[config.mk]
export PLATFORM = sky130hd
export DESIGN_NAME = id_exe_stage_reg
export DESIGN_NICKNAME = d
export VERILOG_FILES = /design/src/rtl/id_exe_stage_reg.sv
export SDC_FILE = /design/constraint.sdc
export NUM_CORES = 1
export LEC_CHECK = 0
export ABC_AREA = 0
export CORE_UTILIZATION = 35
export CTS_CLUSTER_SIZE = 8
export DETAILED_ROUTE_END_ITERATION = 16
export GPL_TIMING_DRIVEN = 1
export HOLD_SLACK_MARGIN = 0.15
export PLACE_DENSITY = 0.81
export SLEW_MARGIN = 5
export SYNTH_ARGS = -nofsm -noshare
export SYNTH_HDL_FRONTEND = slang
export SYNTH_SLANG_ARGS = --single-unit
[constraint.sdc]
create_clock -name clk -period 4.3 [get_ports clk]
set_input_delay 0.86 -clock clk [delete_from_list [all_inputs] [get_ports clk]]
set_output_delay 0.86 -clock clk [all_outputs]
set_load 0.01 [all_outputs]
[src/rtl/id_exe_stage_reg.sv]
// rtl/id_exe_stage_reg.sv - ID/EXE pipeline register with load-use hazard bubble insertion
module id_exe_stage_reg #(
    parameter int DATA_W = 32,
    parameter int REG_W  = 5,
    parameter int ALUC_W = 4,
    parameter int CNT_W  = 16
) (
    input  logic              clk,
    input  logic              rst,
    input  logic              id_valid,
    input  logic [REG_W-1:0]  id_rs,
    input  logic [REG_W-1:0]  id_rt,
    input  logic              id_use_rs,
    input  logic              id_use_rt,
    input  logic [DATA_W-1:0] id_rega,
    input  logic [DATA_W-1:0] id_regb,
    input  logic [DATA_W-1:0] id_imm,
    input  logic [REG_W-1:0]  id_dreg,
    input  logic              id_wb_we,
    input  logic              id_mem_reg,
    input  logic              id_mem_we,
    input  logic [ALUC_W-1:0] id_aluc,
    input  logic              flush,
    input  logic              hold,
    output logic              stall,
    output logic              exe_valid,
    output logic [DATA_W-1:0] exe_rega,
    output logic [DATA_W-1:0] exe_regb,
    output logic [DATA_W-1:0] exe_imm,
    output logic [REG_W-1:0]  exe_dreg,
    output logic              exe_wb_we,
    output logic              exe_mem_reg,
    output logic              exe_mem_we,
    output logic [ALUC_W-1:0] exe_aluc,
    output logic [CNT_W-1:0]  bubble_cnt
);

    logic hazard;
    logic rs_match;
    logic rt_match;

    // A load in EXE whose result an ID source needs cannot be forwarded yet.
    always_comb begin
        rs_match = id_use_rs && (id_rs == exe_dreg);
        rt_match = id_use_rt && (id_rt == exe_dreg);
        hazard   = exe_valid && exe_wb_we && exe_mem_reg && (exe_dreg != '0) &&
                   id_valid && (rs_match || rt_match);
    end

    assign stall = hazard && !rst;

    always_ff @(posedge clk) begin
        if (rst) begin
            exe_valid   <= 1'b0;
            exe_rega    <= '0;
            exe_regb    <= '0;
            exe_imm     <= '0;
            exe_dreg    <= '0;
            exe_wb_we   <= 1'b0;
            exe_mem_reg <= 1'b0;
            exe_mem_we  <= 1'b0;
            exe_aluc    <= '0;
            bubble_cnt  <= '0;
        end else if (hold) begin
            bubble_cnt <= bubble_cnt;
        end else if (flush || hazard) begin
            exe_valid   <= 1'b0;
            exe_rega    <= '0;
            exe_regb    <= '0;
            exe_imm     <= '0;
            exe_dreg    <= '0;
            exe_wb_we   <= 1'b0;
            exe_mem_reg <= 1'b0;
            exe_mem_we  <= 1'b0;
            exe_aluc    <= '0;
            // Only hazard bubbles are counted; squashes are not.
            if (!flush && (bubble_cnt != '1)) begin
                bubble_cnt <= bubble_cnt + CNT_W'(1);
            end
        end else begin
            exe_valid   <= id_valid;
            exe_rega    <= id_rega;
            exe_regb    <= id_regb;
            exe_imm     <= id_imm;
            exe_dreg    <= id_dreg;
            exe_wb_we   <= id_wb_we && id_valid;
            exe_mem_reg <= id_mem_reg;
            exe_mem_we  <= id_mem_we && id_valid;
            exe_aluc    <= id_aluc;
        end
    end

endmodule

==> results of run 1 <==
-- critical path: cells and delay by family --
kind	cells	cell delay [ns]
buf+inv	2	1.01
simple gates	2	0.59
compound gates	1	0.16
xor+xnor	1	0.15
-- power breakdown --
part	total [mW]	switching (mW)	leakage [nW]	internal, mW
sequential	1.22	0.0252	1.02	1.20
clock	1.47	0.493	0.302	0.977
combinational	0.308	0.106	1.47	0.203
total	3.00	0.624	2.79	2.38
-- stage by stage --
step	hold WS (ns)	utilization, %	setup slack (ns)
floorplan	0.508	-	1.20
global placement	0.452	57.6	0.743
detailed placement	0.456	57.6	0.680
CTS	0.474	62.7	0.674
global route	0.485	62.7	0.506
finish	0.473	62.7	0.668
-- final cells by class --
type	count	area (µm²)
well taps	147	184
clock buffers	19	443
repair buffers	256	2560
multi-input cells	211	1620
inverters	5	18.8
clock inverters	12	170
flip-flops and latches	125	2500
fillers	965	4460
-- cell usage in the layout (no fill, tap or decap), types with 3 or more instances in the layout --
| cell type | instances |
|---|---|
| bufinv_16 | 4 |
| nor2b_1 | 3 |
| a21oi_1 | 12 |
| nor3_1 | 3 |
| clkinv_2 | 5 |
| o21ai_0 | 4 |
| or4_1 | 11 |
| clkdlybuf4s50_1 | 250 |
| nor2_1 | 9 |
| buf_4 | 5 |
| nand2_1 | 4 |
| clkbuf_16 | 17 |
| nand4_1 | 8 |
| xor2_1 | 8 |
| dfxtp_1 | 125 |
| inv_1 | 5 |
| nor4_1 | 5 |
| nand3_1 | 9 |
| o31ai_1 | 9 |
| a22o_1 | 107 |
| or3_1 | 3 |
-- kinds of logic after synthesis --
family / Yosys count
DFF: 125
AOI/OAI and AO/OA: 140
and+or+nand+nor: 58
buffers and inverters: 36
muxes: 2
xor gates and xnor gates: 10
adders and majority gates: 1
-- routing by layer --
metal	wire, µm	part of all wire, %	vias to the layer above	track usage (%)
met5	0	0	-	0
met2	6640	50	166	34.8
met4	346	2.6	0	11.0
li1	-	-	1933	-
met1	5350	40	1929	23.6
met3	1010	7.6	27	7.72
-- final timing paths --
path	endpoint	cells after the start
hold / removal	exe_regb[8]$_SDFFE_PP0N_	1
setup reg to reg	bubble_cnt[6]$_SDFFE_PP0P_	6
setup / recovery	stall	6
hold reg to reg	exe_regb[8]$_SDFFE_PP0N_	1
==> flow_summary.json, run 1 <==
{
  "status": "complete, no violations",
  "num_vias": 4055,
  "synth.most_common_cell": "dfxtp_1",
  "clock_path_buffers": 2,
  "htreeDepth": 4,
  "syn_area_um2": 4290,
  "dp.cells": 744,
  "overflow": 0,
  "synthToLayoutAreaGrowth_pct": 75.0,
  "synth_cell_types": 30,
  "synth-compound-area-share_pct": 27.1,
  "period_minus_slack_ns": 3.63,
  "rsz0062_at_grt": "no",
  "cts_buffers": 17,
  "maxCapViolations": 0,
  "cp_data_arrival_time_ns": 2.77,
  "rrSetupSlack_ns": 1.80,
  "power_mw": 3.00,
  "fin_crit_sh_pct": 84.5,
  "critPathLaunchType": "primary input",
  "finalInstanceArea_um2": 7500,
  "crit_type": "in2out",
  "async_flop_share_pct": 0,
  "die_h_um": 113,
  "netlist_instances": 372,
  "hpwl_mm": 9.35,
  "synth-simple-area-share_pct": 7.71,
  "hold_start": "exe_regb[8]$_SDFFE_PP0N_",
  "die-width_um": 113,
  "synthXorXnorAreaFrac_pct": 2.04,
  "setup_tns_ns": 0,
  "drtPass1Iterations": 4,
  "drt-wirelength-per-cell_um": 17.2,
  "synth-edff-count": 0,
  "die_area_um2": 12700,
  "max-slew-margin-rel_pct": 49.1,
  "reg_top3": "exe_imm x32, exe_rega x32, exe_regb x32",
  "skew_ns": 0.00582,
  "cp_slowest_cell": "clkdlybuf4s50_1",
  "path_max_fanout": 2,
  "p_leak_nw": 2.79,
  "drive_gt1_share_pct": 6.69,
  "port_buffers": 250,
  "grt_usage_pct": 21.0,
  "synthAdderAreaFrac_pct": 0.292,
  "start_util_pct": 35.8,
  "synthMuxAreaShare_pct": 0.525,
  "synth_top_cells_by_count": "dfxtp_1, a22o_1, clkbuf_1",
  "synthTopCellsByArea": "dfxtp_1, a22o_1, or4_1",
  "path_cells": "clkdlybuf4s50_1, xor2_1, nor4_1, a32oi_1, nor4_1, clkdlybuf4s50_1",
  "post_dp_cell_area_um2": 6890,
  "antenna_found_initial": 0,
  "cts_hold_buffers": 0,
  "synth-seq-area-share_pct": 58.4,
  "nets": 742,
  "cts-resized-gates": 0,
  "worst_slew_pin_slew_ns": 0.761,
  "yosys_warnings": 0,
  "grt_max_degree": 58,
  "slowest_delay_ns": 0.59,
  "gp_congestion": 0.837,
  "synth_top_area_cell": "dfxtp_1",
  "core_um2": 12000,
  "first_global_vias": 4117,
  "r2r_start": "bubble_cnt[0]$_SDFFE_PP0P_",
  "setup_viol": 0,
  "ant_nets": 0,
  "worst_hold_path_type": "reg2reg",
  "ir_drop_mv": 0.267,
  "hold_viol": 0,
  "maxSlewViolCount": 0,
  "post-cts-setup-buffers": 0,
  "fin_cells": 775,
  "ios": 251,
  "synth_top_family_by_area": "compound AO/OA/AOI/OAI gates",
  "drt-total-wl_mm": 13.3,
  "insertion_delay_ns": 0.41,
  "syn_avg_cell_area_um2": 11.5,
  "cts_sinks": 125,
  "grt_pass1_wl_mm": 20.7,
  "power_density_nw_per_um2": 400,
  "cts_tree": "built",
  "drtIter0Drc": 298,
  "num_rows": 40,
  "syn_nets": 498,
  "clock-root-buffer": "clkbuf_16",
  "end_kind": "output port",
  "fmax_ghz": 0.275,
  "clkSlewWorstSetupHoldPaths_ns": 0.05,
  "crit_start": "id_rs[3]",
  "crit_required_ns": 3.44,
  "drcViolationCount": 0,
  "synth_flop_cell": "dfxtp_1",
  "yosysTopAreaCellShare_pct": 58.4,
  "synth.ff_latch_count": 125,
  "diodes": 0,
  "avgViaCountPerCell": 5.23
}
Note: power is estimated with default switching activity, not from simulation.
==> inputs of run 2 (changes only) <==
CORE_UTILIZATION = 34   (was 35)
PLACE_DENSITY = 0.82   (was 0.81)
clock period = 3.29 ns   (was 4.3 ns; I/O delays follow)
==> run 2 against run 1 <==
Final cell count is 3.1% higher. Core utilization shrank 1.0 points. Wire length decreased by 0.36%. Die area is 2.9% higher. Global-route usage down 1.0 points. Count of clock-buffer cells in the layout up 2. Register-to-register slack worse by 0.94 ns. Hold slack worse by 0.0028 ns. Clock skew increased by 0.0018 ns. First-iteration DRC count fell by 15%. Cell area is essentially flat. Sequential share of layout area barely moved. Critical path type unchanged. Largest power group unchanged.
==> flow_summary.json, run 2 (same netlist as run 1, synthesis figures left out) <==
{
  "start_util_pct": 35.2,
  "fin_crit_sh_pct": 90.1,
  "ios": 251,
  "grt_max_degree": 67,
  "cts_hold_buffers": 0,
  "insertion_delay_ns": 0.41,
  "cts_sinks": 125,
  "die_area_um2": 13100,
  "worst_hold_path_type": "reg2reg",
  "hpwl_mm": 9.27,
  "cpMostUsedCell": "nor4_1",
  "fmax_ghz": 0.338,
  "maxCapViolations": 0,
  "cp_slowest_cell": "clkdlybuf4s50_1",
  "num_vias": 4076,
  "path_cells": "clkdlybuf4s50_1, xor2_1, nor4_1, a32oi_1, nor4_1, buf_4, dlymetal6s2s_1",
  "power_density_nw_per_um2": 503,
  "first_global_vias": 3948,
  "skew_ns": 0.00763,
  "num_rows": 40,
  "cts_buffers": 17,
  "synthToLayoutAreaGrowth_pct": 75.0,
  "clock-root-buffer": "clkbuf_16",
  "mostFrequentLayoutCells": "clkdlybuf4s50_1, dfxtp_1, a22o_1, clkbuf_16, a21oi_1",
  "finalInstanceArea_um2": 7500,
  "overflow": 0,
  "clock_path_buffers": 2,
  "port_buffers": 250,
  "grt_usage_pct": 20.0,
  "drt-total-wl_mm": 13.3,
  "core_um2": 12200,
  "clkSlewWorstSetupHoldPaths_ns": 0.05,
  "avgViaCountPerCell": 5.10,
  "drt-wirelength-per-cell_um": 16.6,
  "drive_gt1_share_pct": 7.29,
  "final_common_cell": "clkdlybuf4s50_1",
  "cts_tree": "built",
  "die_h_um": 114,
  "max-slew-margin-rel_pct": 56.1,
  "crit_family": "buffers and inverters",
  "status": "complete, no violations",
  "reg_top3": "exe_imm x32, exe_rega x32, exe_regb x32",
  "drcViolationCount": 0,
  "antenna_found_initial": 0,
  "gp_congestion": 0.815,
  "worst_slew_pin_slew_ns": 0.658,
  "post_dp_cell_area_um2": 6930,
  "nets": 744,
  "power_mw": 3.78,
  "crit_required_ns": 2.63,
  "htreeDepth": 4,
  "path_max_fanout": 2,
  "maxSlewViolCount": 0,
  "post-cts-setup-buffers": 0,
  "crit_type": "in2out",
  "setup_viol": 0,
  "grt_pass1_wl_mm": 20.1,
  "cp_num_buf_inv": 3,
  "p_leak_nw": 2.80,
  "drtIter0Drc": 252,
  "cp_data_arrival_time_ns": 2.30,
  "end_kind": "output port",
  "die-width_um": 114,
  "diodes": 0,
  "period_minus_slack_ns": 2.96,
  "ant_nets": 0,
  "critPathLaunchType": "primary input",
  "hold_viol": 0,
  "ir_drop_mv": 0.309,
  "slowest_delay_ns": 0.42,
  "drtPass1Iterations": 4,
  "rsz0062_at_grt": "no"
}
run 2: cell types whose count changed in the layout (fill, tap and decap cells not counted), sizes merged:
| cell | before | now |
|---|---|---|
| clkdlybuf4s50 | 250 | 249 |
| dlymetal6s2s | 0 | 1 |
| clkinvlp | 1 | 3 |
| buf | 6 | 8 |
| clkbuf | 19 | 21 |
| bufinv | 4 | 1 |
run 2: worst paths after layout:
check / endpoint / slack [ns] / startpoint / cells after the start
setup / recovery: stall / 0.33 / id_rs[1] / 7
hold reg to reg: exe_regb[25]$_SDFFE_PP0N_ / 0.47 / exe_regb[25]$_SDFFE_PP0N_ / 1
setup reg to reg: exe_rega[19]$_SDFFE_PP0N_ / 0.86 / exe_dreg[2]$_SDFFE_PP0N_ / 7
hold / removal: exe_regb[25]$_SDFFE_PP0N_ / 0.47 / exe_regb[25]$_SDFFE_PP0N_ / 1
run 2: per-stage QoR:
step                      setup slack (ns)  setup TNS (ns)  utilization [%]  hold slack [ns]  instances
after floorplan                      0.593               0                -            0.508        372
after global placement             -0.0659         -0.0659             57.0            0.451        767
after detailed placement           -0.0273         -0.0273             57.0            0.455        767
after CTS                           0.0455               0             61.7            0.473        799
after global routing                 0.184               0             61.7            0.481        799
final                                0.327               0             61.7            0.470        799
run 2: final cells by class:
type                       instances  area, µm²
multi-input combinational        211       1620
sequential                       125       2500
clock buffer                      21        480
fill                             987       4660
inverter                           5       18.8
clock inverter                    11       91.3
timing repair buffer             258       2580
tap                              168        210
run 2: power by group:
group / total [mW] / leakage (nW) / internal (mW) / switching [mW]
combinational: 0.399 / 1.50 / 0.264 / 0.135
clock: 1.78 / 0.280 / 1.11 / 0.666
sequential: 1.60 / 1.02 / 1.57 / 0.0335
total: 3.78 / 2.80 / 2.94 / 0.834
run 2: metal layers:
| layer | track usage, % | wire, µm |
|---|---|---|
| met5 | 0 | 0 |
| met4 | 12.3 | 446 |
| met3 | 6.62 | 932 |
| met2 | 32.8 | 6490 |
| met1 | 22.4 | 5430 |
run 2: repair_timing:
| action | in CTS | in global routing |
|---|---|---|
| resized for setup | 0 | 1 |
| setup endpoints to repair | 1 | 1 |
| endpoints found under the hold margin | 0 | 0 |
| pin swaps | 2 | 3 |
